## src/rtl/ctr_pr_pkg.sv

```systemverilog
// Shared constants and the LFSR tap table for the ctr_pr family of counters.
// The tap table covers widths 4..7.
package ctr_pr_pkg;

  localparam int unsigned PR_W_MIN = 4;
  localparam int unsigned PR_W_MAX = 7;

  // Fibonacci shift-left taps; bit i set means lfsr[i] feeds the XOR.
  function automatic logic [PR_W_MAX-1:0] taps(input int unsigned w);
    logic [PR_W_MAX-1:0] mask;
    mask = '0;
    case (w)
      4:       mask = 7'b000_1100;
      5:       mask = 7'b001_0100;
      6:       mask = 7'b011_0000;
      7:       mask = 7'b110_0000;
      default: mask = '0;
    endcase
    return mask;
  endfunction

endpackage

```

## src/rtl/ctr_pr_core.sv

```systemverilog
// Maximal-length LFSR that advances on inc and can be reseeded with ld.
// A zero reseed value is replaced by 1 so the lock-up state is never entered.
module ctr_pr_core
  import ctr_pr_pkg::*;
#(
  parameter int unsigned W    = 4,
  parameter logic [W-1:0] SEED = 1
) (
  input  logic         clk,
  input  logic         rst_n,
  input  logic         inc,
  input  logic         ld,
  input  logic [W-1:0] seed,
  output logic [W-1:0] out
);

  localparam logic [PR_W_MAX-1:0] TapsFull = taps(W);
  localparam logic [W-1:0]        TapMask  = TapsFull[W-1:0];

  logic [W-1:0] lfsr_q, lfsr_d;
  logic         fb;

  assign fb = ^(lfsr_q & TapMask);

  always_comb begin
    lfsr_d = lfsr_q;
    if (ld) begin
      lfsr_d = (seed == '0) ? {{(W-1){1'b0}}, 1'b1} : seed;
    end else if (inc) begin
      lfsr_d = {lfsr_q[W-2:0], fb};
    end
  end

  always_ff @(posedge clk or negedge rst_n) begin
    if (!rst_n) begin
      lfsr_q <= SEED;
    end else begin
      lfsr_q <= lfsr_d;
    end
  end

  assign out = lfsr_q;

endmodule

```

## src/rtl/ctr_pr_arb.sv

```systemverilog
// Round-robin arbiter sharing one pseudo-random counter among NREQ requesters.
// The winner samples out in its ack cycle; the counter advances once per grant.
module ctr_pr_arb
  import ctr_pr_pkg::*;
#(
  parameter int unsigned  W    = 4,
  parameter int unsigned  NREQ = 4,
  parameter logic [W-1:0] SEED = 1
) (
  input  logic            clk,
  input  logic            rst_n,
  input  logic [NREQ-1:0] req,
  output logic [NREQ-1:0] ack,
  output logic [2:0]      gnt_id,
  output logic [W-1:0]    out,
  input  logic            ld,
  input  logic [W-1:0]    seed,
  output logic            busy
);

  localparam int unsigned PtrW = 3;

  logic [PtrW-1:0] rr_ptr_q, rr_ptr_d;
  logic [PtrW-1:0] idx;
  logic            found;
  logic            inc;

  // Search upward from rr_ptr; reset and reseed both suppress the grant.
  always_comb begin
    ack    = '0;
    gnt_id = '0;
    found  = 1'b0;
    idx    = '0;
    for (int unsigned k = 0; k < NREQ; k++) begin
      idx = PtrW'((rr_ptr_q + k) % NREQ);
      if (!found && rst_n && !ld && req[idx]) begin
        found    = 1'b1;
        ack[idx] = 1'b1;
        gnt_id   = idx;
      end
    end
  end

  assign inc  = |ack;
  assign busy = |req;

  always_comb begin
    rr_ptr_d = rr_ptr_q;
    if (inc) begin
      rr_ptr_d = (gnt_id == PtrW'(NREQ - 1)) ? '0 : gnt_id + 3'd1;
    end
  end

  always_ff @(posedge clk or negedge rst_n) begin
    if (!rst_n) begin
      rr_ptr_q <= '0;
    end else begin
      rr_ptr_q <= rr_ptr_d;
    end
  end

  ctr_pr_core #(
    .W    (W),
    .SEED (SEED)
  ) u_core (
    .clk   (clk),
    .rst_n (rst_n),
    .inc   (inc),
    .ld    (ld),
    .seed  (seed),
    .out   (out)
  );

endmodule

```

## config.mk

```make
export PLATFORM = sky130hd
export DESIGN_NAME = ctr_pr_arb
export DESIGN_NICKNAME = d
export VERILOG_FILES = /design/src/rtl/ctr_pr_pkg.sv /design/src/rtl/ctr_pr_core.sv /design/src/rtl/ctr_pr_arb.sv
export SDC_FILE = /design/constraint.sdc
export NUM_CORES = 1
export LEC_CHECK = 0
export ABC_AREA = 1
export BUFFER_PORTS_ARGS = -buffer_cell sky130_fd_sc_hd__buf_2
export CORE_AREA = 2 2 55 57
export CTS_BUF_LIST = sky130_fd_sc_hd__clkbuf_4
export CTS_CLUSTER_SIZE = 28
export DETAILED_ROUTE_END_ITERATION = 8
export DIE_AREA = 0 0 57 59
export GPL_ROUTABILITY_DRIVEN = 1
export GPL_TIMING_DRIVEN = 0
export PLACE_DENSITY = 0.61
export REMOVE_ABC_BUFFERS = 1
export SYNTH_ARGS = -nofsm -noshare
export SYNTH_HDL_FRONTEND = slang
export SYNTH_HIERARCHICAL = 1
export SYNTH_SLANG_ARGS = --single-unit
```

## constraint.sdc

```tcl
create_clock -name clk -period 6.6 [get_ports clk]
set_input_delay 0.33 -clock clk [delete_from_list [all_inputs] [get_ports clk]]
set_output_delay 0.33 -clock clk [all_outputs]
set_load 0.005 [all_outputs]
```

======== Yosys cells after proc, flatten, opt, wreduce, memory -nomap -nowiden ========
Cells that the tools add are included.
operators by class
  add/sub/neg operators ................... 4
  multipliers ............................. 0
  div/mod/pow operators ................... 0
  $lt $le $gt $ge ......................... 8
  equal/unequal tests ..................... 1
  shifts and indexed selects .............. 0
  mux-type cells .......................... 31
  bitwise operators ....................... 3
  reductions and logical operators ........ 24
operators by type and width
  kind                                                                count
  2-to-1 mux 4 bit                                                    7
  logical AND 1 bit                                                   15
  < comparator 2 x 3 -> 1 bit (second input constant)                 4
  OR 4 bit                                                            3
  2-to-1 mux 1 bit                                                    11
  binary-select mux 1 bit (select 2 bit)                              4
  demux 1 bit (select 2 bit)                                          4
  greater-or-equal comparator 2 x 1 -> 1 bit (second input constant)  4
  OR reduction 4 bit                                                  2
  2-to-1 mux 2 bit                                                    3
  2-to-1 mux 3 bit                                                    2
  adder 2 x 1 -> 2 bit (second input constant)                        2
  adder 2 bit (second input constant)                                 2
  zero test 1 bit                                                     4
  zero test 4 bit                                                     1
  XOR reduction 4 bit                                                 1
  equality test 3 x 2 -> 1 bit (second input constant)                1
  nonzero test 2 bit                                                  1
storage, ports and cells
  register bits after elaboration ......... 6
  latch bits .............................. 0
  bits in writable memories ............... 0
  ROM bits ................................ 0
  bits of input ports ..................... 11
  logic and storage cells ................. 73
  memories ................................ 0

======== Depth between registers and ports, before layout ========
  depth in word-level cells ............... 22
  mapped depth ............................ 17

======== Modules after synthesis ========
Netlist, hierarchy kept.
modules (own cells, without submodules)
  module       instances  cells each  area each (µm²)  sequential area each (µm²)
  ctr_pr_arb   1          124         711.9            50.0
  ctr_pr_core  1          30          229.0            101.3

======== Least setup slack after synthesis ========
OpenSTA, ideal clock, no wires.
  path type ............................... register to register
  start point ............................. register (tool-made name)
  end point ............................... register u_core.lfsr_q[3], in the netlist u_core/out[3]
  setup time .............................. 127 ps
  data arrival time ....................... 2096 ps
  data required time ...................... 6473 ps
  path slack .............................. 4378 ps
  cell stages (with the launch flop) ...... 18
  path buffers ............................ 1
  clock period less this slack ............ 2222 ps
  cell sequence ........................... dfrtp_1 buf_6 inv_6 ha_1 inv_1 nand2_1 nand2_2 nand3_2 nand2_2 inv_2 nand3_1 nand2_2 nor2_4 nand2_4 nor2_2 inv_2 o211ai_1 o21ai_1
RTL lines
  element                 RTL line           source
  end signal: assignment  ctr_pr_core.sv:38  lfsr_q <= lfsr_d;
  end: declaration        ctr_pr_core.sv:20  logic [W-1:0] lfsr_q, lfsr_d;

==> flow_summary_export.csv <==
group,metric,value,unit
outcome,status,"finished clean",
clocking,hold_buffers,1,
placed_design,pre_cts_ws,3970,ps
placed_design,dp_hpwl,1.70,mm
cells_and_area,multi_input_area,683,µm²
synth,syn_area_per_cell,6.11,µm²
critical_path,worst_ep_arrival_time,2380,ps
clocking,cts_made_buffers,3,
synth,ys_types,24,
critical_path,slowest_delay,620,ps
clocking,clock_tree.root_cell,"clkbuf_4",
placed_design,dpl_cell_area,1070,µm²
placed_design,dp.cells,204,
synth,ys_seq_area_share,16.1,%
detailed_routing,ant_nets,0,
cells_and_area,seq_area,151,µm²
grt,grt_usage,14.1,%
floorplan,rows,19,
pwr,finalPower,490,µW
cells_and_area,post-route-util,40.8,%
floorplan,die_y,59,µm
critical_path,cp-start-kind,"flop",
detailed_routing,dr.pass1.iters,4,
clocking,cts_setup_buffers,0,
critical_path,crit_type,"flop to output port",
pwr,peakVddDrop,0.000245,V
grt,grt_max_degree,12,
detailed_routing,first_iter_violations,22,
cells_and_area,final_cell_count_no_fill,209,
grt,grt_pass1_wl,3.89,mm
placed_design,port_buffers,21,
timing,hold_viol_final,0,
cells_and_area,syn_to_final_growth,17.6,%
grt,grt_pass1_vias,972,
timing,fin_ws,3890,ps
cells_and_area,drive_gt1_share,33.1,%
floorplan,start_util,34.7,%
floorplan,core,2710,µm²
clocking,h-tree-depth,1,
cells_and_area,fin_area,1110,µm²
timing,min_period,2710,ps
placed_design,globalplace.congestion,0.853,
floorplan,die_area,3360,µm²
min_path,min_path_type,"input pin to flop",
detailed_routing,drt-vias-per-instance,4.75,
timing,fmax,369,MHz
critical_path,critPathSlowestCell,"dfrtp_1",
critical_path,cp-end-kind,"output port",
timing,setup_violations,0,
floorplan,die_w,57,µm
detailed_routing,drt_wl_total,2.10,mm
timing,holdWs,318,ps
grt,antenna_found_initial,0,
critical_path,cp_data_required_time,6270,ps
pwr,p_per_area,443,nW/µm²
cells_and_area,fillers,301,
min_path,min_from,"seed[1]",
clocking,cts_buffer_depth,2,
pwr,total_leakage_power,0.636,nW
timing,grt_setup_unrepaired,"no",
clocking,cts_sinks,6,
synth,yosys_register_bits,6,
timing,period_share,41.0,%
clocking,cts_tree,"yes",
timing,skew,0.633,ps
detailed_routing,drc,0,
cells_and_area,nets,194,
grt,overflow,0,
critical_path,cp_max_fo,11,
timing,setup_tns,0,ps
job,max_cap_violations,0,
clocking,path_clk_slew,50,ps
detailed_routing,wl_per_cell,10.0,µm
cells_and_area,diodes,0,
detailed_routing,vias,992,
synth,syn_inst,154,
floorplan,io_pins,23,
critical_path,path_cells,"inv_6 > ha_1 > inv_1 > nand2_1 > nand2_2 > nand3_2 > nand2_2 > nor2_1 > o21ai_1 > inv_1 > buf_2",
clocking,clk_latency,240,ps
synth,netlist_area,941,µm²
synth,ys_warn_count,6,
clocking,ctsResizeCount,0,
timing,final-max-slew-violation-count,0,
==> cells in the final DEF, fill, tap and decap left out, drive strengths merged, types with 2 or more instances in the layout <==
cell    instances
nor2           22
nand4           5
inv            22
dfrtp           5
o21ai           5
nand2          63
ha              4
nand3          21
o211ai          2
buf            21
clkbuf          4
==> critical path, delay by kind of cell (launching register included) <==
kind | cells | cell delay (ps)
compound gates | 1 | 180
fa+ha+maj | 1 | 380
flops | 1 | 620
simple gates | 5 | 490
buf+inv | 4 | 460
==> report_power, final <==
group	internal (mW)	total [mW]	switching, mW
clock	0.0270	0.0406	0.0136
combinational	0.131	0.359	0.228
sequential	0.0589	0.0906	0.0317
==> Yosys cell counts <==
cell	n	area share, %
nand2_1	49	20
o21ai_2	2	1.9
inv_2	5	2.0
o211ai_2	1	1.3
nor2_2	3	2.0
nand3_2	3	3.2
buf_4	1	0.80
nor2_8	1	2.1
dfrtp_1	5	13
conb_1	1	0.40
buf_6	1	1.2
nand2_2	10	6.6
nor2_1	15	6.0
nor2_4	3	3.6
nand2_4	4	4.8
a21oi_1	1	0.53
dfstp_2	1	2.8
ha_1	4	5.3
o21ai_1	3	1.6
inv_1	16	6.4
nand3_1	18	9.6
inv_6	1	0.93
nand4_1	5	3.3
o211ai_1	1	0.80
==> final cells by class <==
type	count	share of cell area (%)
well taps	31	3.51
clock buffers	4	2.71
multi-input cells	124	61.8
inverters	22	7.92
repair buffers	22	10.4
flip-flops and latches	6	13.7
==> routing by layer <==
metal | vias up | GRT usage, % | part of all wire (%) | wire, µm
met5 | - | 0 | 0 | 0
met4 | 0 | 4.65 | 0.67 | 14
met2 | 18 | 25.5 | 50 | 1050
li1 | 530 | - | - | -
met1 | 440 | 17.6 | 46 | 959
met3 | 4 | 1.53 | 3.6 | 75
==> path summary, 6_finish.rpt <==
check | to | slack, ps | cells after the start
worst max register to register | u_core/out[3]$_DFFE_PN0P_ | 3940 | 16
max in group asynchronous | u_core/out[0]$_DFFE_PN1P_ | 5920 | 2
worst min register to register | u_core/out[0]$_DFFE_PN1P_ | 490 | 2
min in group asynchronous | rr_ptr_q[1]$_DFFE_PN0P_ | 450 | 2
worst min-delay path | u_core/out[1]$_DFFE_PN0P_ | 320 | 3
worst max-delay path | gnt_id[0] | 3890 | 11
==> cell families (layout without fill, tap and decap cells) <==
family / Yosys count / in the layout / synth area share [%]
adder cells (fa/ha/maj): 4 / 4 / 5.32
AO/OA/AOI/OAI: 8 / 8 / 6.12
other: 1 / 1 / 0.399
buffers and inverters: 24 / 48 / 11.3
AND/OR/NAND/NOR: 111 / 111 / 60.8
flip-flops: 6 / 6 / 16.1
Note: power is estimated with default switching activity, not from simulation.
